**src/rtl/stopwatch_ctrl_if.sv**
```systemverilog
// rtl/stopwatch_ctrl_if.sv - button, counter and display signals of the stopwatch controller
//
// Signals:
//   btn_start   raw start/stop button, asynchronous, active-high
//   btn_lap     raw lap/reset button, asynchronous, active-high
//   live_time   current BCD count from the counter
//   cnt_en      counter enable level (RUN/LAP)
//   cnt_tick    one-clk count pulse
//   cnt_clr     synchronous counter clear (IDLE)
//   disp_time   value routed to the seven-segment scanner
//   lap_active  display frozen (LAP)
//   state       encoded FSM state for debug/LEDs
// Modports:
//   master  the controller side
//   slave   the board/counter side

interface stopwatch_ctrl_if;
  logic        btn_start;
  logic        btn_lap;
  logic [23:0] live_time;
  logic        cnt_en;
  logic        cnt_tick;
  logic        cnt_clr;
  logic [23:0] disp_time;
  logic        lap_active;
  logic [1:0]  state;

  modport master (
    input  btn_start, btn_lap, live_time,
    output cnt_en, cnt_tick, cnt_clr, disp_time, lap_active, state
  );

  modport slave (
    output btn_start, btn_lap, live_time,
    input  cnt_en, cnt_tick, cnt_clr, disp_time, lap_active, state
  );
endinterface

```
**src/rtl/stopwatch_ctrl.sv**
```systemverilog
// rtl/stopwatch_ctrl.sv - stopwatch run/pause/lap sequencer with button debounce and tick prescaler
//
// Ports:
//   clk   system clock
//   rst   asynchronous active-high reset
//   sw    stopwatch_ctrl_if.master: buttons and live_time in; cnt_en, cnt_tick,
//         cnt_clr, disp_time, lap_active, state out (all outputs registered)
// Parameters:
//   TICK_DIV  system clocks per count tick (2..2^24)
//   DEBOUNCE  stable synchronized samples needed to accept a button change (2..2^24)

module stopwatch_ctrl #(
  parameter int TICK_DIV = 1000000,
  parameter int DEBOUNCE = 1000000
) (
  input  logic              clk,
  input  logic              rst,
  stopwatch_ctrl_if.master  sw
);

  localparam int PW = $clog2(TICK_DIV);
  localparam int DW = $clog2(DEBOUNCE);
  localparam logic [PW-1:0] PRESC_MAX = PW'(TICK_DIV - 1);
  localparam logic [DW-1:0] DB_MAX    = DW'(DEBOUNCE - 1);

  typedef enum logic [1:0] {
    IDLE  = 2'b00,
    RUN   = 2'b01,
    LAP   = 2'b10,
    PAUSE = 2'b11
  } state_t;

  // Button path: bit 0 = start, bit 1 = lap
  logic [1:0]    btn_raw;
  logic [1:0]    sync1;
  logic [1:0]    sync2;
  logic [1:0]    db_lvl;
  logic [1:0]    db_lvl_q;
  logic [DW-1:0] db_cnt [2];
  logic [1:0]    press;
  logic          start_p;
  logic          lap_p;

  assign btn_raw = {sw.btn_lap, sw.btn_start};

  always_ff @(posedge clk or posedge rst) begin
    if (rst) begin
      sync1    <= '0;
      sync2    <= '0;
      db_lvl   <= '0;
      db_lvl_q <= '0;
      for (int i = 0; i < 2; i++) begin
        db_cnt[i] <= '0;
      end
    end else begin
      sync1    <= btn_raw;
      sync2    <= sync1;
      db_lvl_q <= db_lvl;
      for (int i = 0; i < 2; i++) begin
        // Any sample that agrees with the accepted level restarts the run.
        if (sync2[i] == db_lvl[i]) begin
          db_cnt[i] <= '0;
        end else if (db_cnt[i] == DB_MAX) begin
          db_lvl[i] <= sync2[i];
          db_cnt[i] <= '0;
        end else begin
          db_cnt[i] <= db_cnt[i] + DW'(1);
        end
      end
    end
  end

  // Only rising edges of the debounced level count as presses.
  assign press   = db_lvl & ~db_lvl_q;
  assign start_p = press[0];
  assign lap_p   = press[1];

  // FSM
  state_t state_q;
  state_t state_d;

  always_comb begin
    state_d = state_q;
    case (state_q)
      IDLE: begin
        if (start_p) state_d = RUN;
      end
      RUN: begin
        if (start_p)    state_d = PAUSE;
        else if (lap_p) state_d = LAP;
      end
      LAP: begin
        if (start_p)    state_d = PAUSE;
        else if (lap_p) state_d = RUN;
      end
      PAUSE: begin
        if (start_p)    state_d = RUN;
        else if (lap_p) state_d = IDLE;
      end
      default: state_d = IDLE;
    endcase
  end

  logic run_q;
  logic run_d;
  assign run_q = (state_q == RUN) || (state_q == LAP);
  assign run_d = (state_d == RUN) || (state_d == LAP);

  logic [PW-1:0] presc;
  logic          cnt_en_q;
  logic          cnt_tick_q;
  logic          cnt_clr_q;
  logic          lap_active_q;
  logic [23:0]   disp_q;

  always_ff @(posedge clk or posedge rst) begin
    if (rst) begin
      state_q      <= IDLE;
      presc        <= '0;
      cnt_en_q     <= 1'b0;
      cnt_tick_q   <= 1'b0;
      cnt_clr_q    <= 1'b1;
      lap_active_q <= 1'b0;
      disp_q       <= '0;
    end else begin
      state_q      <= state_d;
      cnt_en_q     <= run_d;
      cnt_clr_q    <= (state_d == IDLE);
      lap_active_q <= (state_d == LAP);

      // The prescaler only advances while counting continues across the
      // edge: entering RUN starts a full period, leaving it holds the
      // partial period for a later resume, and IDLE discards it.
      if (state_d == IDLE) begin
        presc <= '0;
      end else if (run_q && run_d) begin
        presc <= (presc == PRESC_MAX) ? '0 : presc + PW'(1);
      end

      cnt_tick_q <= run_q && run_d && (presc == PRESC_MAX);

      // Hold only while staying in LAP; the entry edge captures and the
      // exit edge reloads live_time.
      if (!((state_q == LAP) && (state_d == LAP))) begin
        disp_q <= sw.live_time;
      end
    end
  end

  assign sw.state      = state_q;
  assign sw.cnt_en     = cnt_en_q;
  assign sw.cnt_tick   = cnt_tick_q;
  assign sw.cnt_clr    = cnt_clr_q;
  assign sw.lap_active = lap_active_q;
  assign sw.disp_time  = disp_q;

endmodule

```
**src/flat_wrapper.sv**
```systemverilog
// flat-port wrapper written by rule: the top's interface ports become plain ports
module stopwatch_ctrl_flat 
#(
  parameter int TICK_DIV = 1000000,
  parameter int DEBOUNCE = 1000000
)
  (clk, rst, sw_btn_start, sw_btn_lap, sw_live_time, sw_cnt_en, sw_cnt_tick, sw_cnt_clr, sw_disp_time, sw_lap_active, sw_state);
  stopwatch_ctrl_if sw_i ();
  input  logic clk;
  input  logic rst;
  input wire logic [$bits(sw_i.btn_start)-1:0] sw_btn_start;
  input wire logic [$bits(sw_i.btn_lap)-1:0] sw_btn_lap;
  input wire logic [$bits(sw_i.live_time)-1:0] sw_live_time;
  output wire logic [$bits(sw_i.cnt_en)-1:0] sw_cnt_en;
  output wire logic [$bits(sw_i.cnt_tick)-1:0] sw_cnt_tick;
  output wire logic [$bits(sw_i.cnt_clr)-1:0] sw_cnt_clr;
  output wire logic [$bits(sw_i.disp_time)-1:0] sw_disp_time;
  output wire logic [$bits(sw_i.lap_active)-1:0] sw_lap_active;
  output wire logic [$bits(sw_i.state)-1:0] sw_state;
  assign sw_i.btn_start = sw_btn_start;
  assign sw_i.btn_lap = sw_btn_lap;
  assign sw_i.live_time = sw_live_time;
  assign sw_cnt_en = sw_i.cnt_en;
  assign sw_cnt_tick = sw_i.cnt_tick;
  assign sw_cnt_clr = sw_i.cnt_clr;
  assign sw_disp_time = sw_i.disp_time;
  assign sw_lap_active = sw_i.lap_active;
  assign sw_state = sw_i.state;
  stopwatch_ctrl #(.TICK_DIV(TICK_DIV), .DEBOUNCE(DEBOUNCE)) u_core (.clk(clk), .rst(rst), .sw(sw_i));
endmodule
```
**config.mk**
```make
export PLATFORM = sky130hd
export DESIGN_NAME = stopwatch_ctrl_flat
export DESIGN_NICKNAME = d
export VERILOG_FILES = /design/src/rtl/stopwatch_ctrl_if.sv /design/src/rtl/stopwatch_ctrl.sv /design/src/flat_wrapper.sv
export SDC_FILE = /design/constraint.sdc
export NUM_CORES = 1
export LEC_CHECK = 0
export BUFFER_PORTS_ARGS = -buffer_cell sky130_fd_sc_hd__buf_2
export CORE_ASPECT_RATIO = 1.1
export CORE_MARGIN = 1.5
export CORE_UTILIZATION = 62
export DETAILED_ROUTE_END_ITERATION = 8
export PLACE_DENSITY = 0.91
export SYNTH_ARGS = -nofsm -noshare
export SYNTH_HDL_FRONTEND = slang
export SYNTH_SLANG_ARGS = --single-unit
```
**constraint.sdc**
```tcl
create_clock -name clk -period 6.45 [get_ports clk]
set_clock_uncertainty 0.05 [all_clocks]
set_input_delay 1.935 -clock clk [delete_from_list [all_inputs] [get_ports clk]]
set_output_delay 1.935 -clock clk [all_outputs]
set_load 0.005 [all_outputs]
```
==> reports/results.txt <==
Status = complete, but fails checks
Failing checks = design-rule violations
Final setup vio count = 0
Syn Std Cell Area = 0.00456 sq mm
Core ar. = 0.00709 sq mm
Post-route DRC = 4
DP HPWL = 6370 um
Synth Instances = 421
Clock transition at the registers of the reported paths = 100 ps
GRT overflow = 0
Area Growth Syn to Fin = 12.0%
Fraction of registers with async set/reset = 100%
Vias per cell = 6.06
Syn nets = 458
Hold Startpoint = u_core.sync1[0]
Clk Latency, worst-skew pair = 370 ps
Fmax = 303 MHz
RSZ-0062 raised after global routing = no
Power Density = 208 mW/mm^2
I/O pin count = 58
Worst-Margin Slew = 1170 ps
All-layer global routing usage = 25.5%
Most frequent cells after synthesis = dfrtp_1, nor2_1, mux2_2
Arr. time, crit path = 3460 ps
Top FF cell, synth = dfrtp_1
Initial antenna violation count = 0
Critical Path RT = 6600 ps
H-tree depth reported by CTS = 3
Most common cell in the netlist = dfrtp_1
# rows = 32
DIE WIDTH = 84.8 um
Mux cell area share after synthesis = 6.41%
Post-synth cell types = 43
Sequential area share after synthesis = 53.8%
Main combinational cell family by area after synthesis = simple AND/OR/NAND/NOR gates
DR iter-0 viols = 271
DP Cell Count = 554
WS Path Type = reg2reg
Vias in the first global route = 3447
Worst hold endpoint = u_core.sync2[0]
Share of cells above drive strength 1 = 24.5%
Antenna-violating nets left = 0
Final hold vios = 0
Yosys reg bits = 98
Post-route cell area = 0.00511 sq mm
Final Net Count = 517
Post-CTS setup buffers = 0
Post-synth EDFFs = 0
XOR/XNOR Fraction of Synth Area = 6.52%
Via count = 3457
Startpoint Class = register
Drt pass-1 iters = 6
GPL Wtd Cong = 0.867
Routed wire length = 9420 um
Worst reg2reg startpoint = u_core.sw.state[0]
Syn_area_per_cell = 10.8 sq um
Starting Density = 64.4%
Post-DP Area = 0.00493 sq mm
Synth warn = 0
# diodes = 0
R2R Setup Slk = 3150 ps
Clock sink count = 98
CTS tree = built
Share of the synthesized area in the top cell type = 53.2%
First-pass GRT wire length = 16000 um
Slew margin rel. = 21.3%
R2R Path End = u_core.presc[9]
VDD IR max = 160 uV
Fin crit share = 51.2%
Min-Delay Path Depth = 0
Worst Reg-to-Reg Cells = 10
Final hold slack = 309 ps
CP Capture Type = register
Simple-gate share of the synthesized area = 20.4%
CTS root buffer = clkbuf_8
Setup TNS = 0 ps
Post-cts sizing count = 0
HP Class = reg2reg
Fin crit period = 3300 ps
Die Y = 93.0 um
Post-synthesis compound-gate area fraction = 8.25%
Die ar. = 0.00789 sq mm
Area leader, netlist = dfrtp_1
Lkg Pwr = 2.14 nW
Post-Layout Cell Count = 570
Deepest clock path buffer count = 2
Wire per inst = 16.5 um
Largest net degree at the start of global routing = 58
CP max FO = 17
Hold_buf cts = 0
Adder-cell share of the synthesized area = 2.47%
Max-cap viol count = 0
Total CTS buffers = 9
PortBufs = 57
Max-slew violations = 0
Top cells by area, synth = dfrtp_1, mux2_2, xnor2_1
-- power breakdown --
part	switching, W	total (W)	internal, W
clock	0.000231	0.000379	0.000148
sequential	0.00000915	0.000635	0.000626
combinational	0.0000275	0.0000484	0.0000209
-- critical path: stages, from the launching register on --
cell and delay (ps):
dfrtp_1 460, inv_1 110, ha_1 250, or2_2 280, a21oi_1 140, a21oi_1 80, o2bb2ai_1 200, ha_1 250
nand2_1 170, o31ai_2 1020, nor2_1 130
-- cell families (layout without fill, tap and decap cells) --
| kind of cell | Yosys count | after routing |
|---|---|---|
| adders and majority gates | 9 | 9 |
| muxes | 26 | 26 |
| buffers and inverters | 24 | 88 |
| AOI/OAI and AO/OA | 59 | 59 |
| DFF | 98 | 98 |
| and+or+nand+nor | 171 | 171 |
| xor gates and xnor gates | 34 | 34 |
-- final cells by class --
| cell class | count | area (sq um) |
|---|---|---|
| clock buffers | 9 | 124 |
| clock inverters | 7 | 61.3 |
| fillers | 481 | 1980 |
| inverters | 13 | 50.0 |
| multi-input cells | 299 | 2020 |
| flip-flops and latches | 98 | 2450 |
| well taps | 85 | 106 |
| repair buffers | 59 | 300 |
-- through the flow --
step | power (W) | setup slack, ps | util (%)
2_1_floorplan | 0.000670 | 1900 | -
3_3_place_gp | 0.000692 | 3170 | 69.5
3_5_place_dp | 0.000695 | 3130 | 69.5
4_1_cts | 0.00107 | 3190 | 72.1
5_1_grt | 0.00110 | 2870 | 72.1
6_report | 0.00106 | 3150 | 72.1
-- worst max path at each step --
stage                            start                     end  cells past startpoint
floorplan                          rst        u_core.db_cnt[0]                      1
global placement                   rst  u_core.sw.disp_time[4]                      3
detailed placement                 rst       u_core.db_cnt[34]                      3
CTS                 u_core.sw.state[0]         u_core.presc[9]                      9
global route        u_core.sw.state[0]         u_core.presc[3]                     10
finish              u_core.sw.state[0]         u_core.presc[9]                     10
-- layer usage --
layer	vias up	global-route usage (%)	part of all wire [%]
li1	1622	-	-
met5	-	0	0
met4	0	10.5	1.9
met2	106	42.7	51
met3	16	3.88	4.8
met1	1713	33.4	43
-- cells in the final DEF, fill, tap and decap left out, types with 9 or more instances in the layout --
| cell | netlist | final |
|---|---|---|
| nor2_1 | 43 | 43 |
| nand2_1 | 24 | 24 |
| o21ai_0 | 14 | 14 |
| o31ai_1 | 11 | 10 |
| or3_1 | 16 | 16 |
| ha_1 | 9 | 9 |
| buf_2 | 2 | 57 |
| clkbuf_8 | 0 | 9 |
| xnor2_1 | 22 | 22 |
| xor2_1 | 12 | 12 |
| or4_1 | 10 | 10 |
| nand3_1 | 25 | 25 |
| inv_1 | 13 | 12 |
| dfrtp_1 | 97 | 97 |
| a21oi_1 | 25 | 25 |
| mux2_2 | 26 | 26 |
-- flip-flops by register name, indices dropped and copies added (netlist names) --
signal                cells
u_core.db_lvl             2
u_core.db_lvl_q           2
u_core.sw.cnt_en          1
u_core.sw.state           2
u_core.sw.cnt_tick        1
u_core.sync2              2
u_core.db_cnt            40
u_core.sw.cnt_clr         1
u_core.sync1              2
u_core.presc             20
u_core.sw.lap_active      1
u_core.sw.disp_time      24
Note: power is estimated with default switching activity, not from simulation.
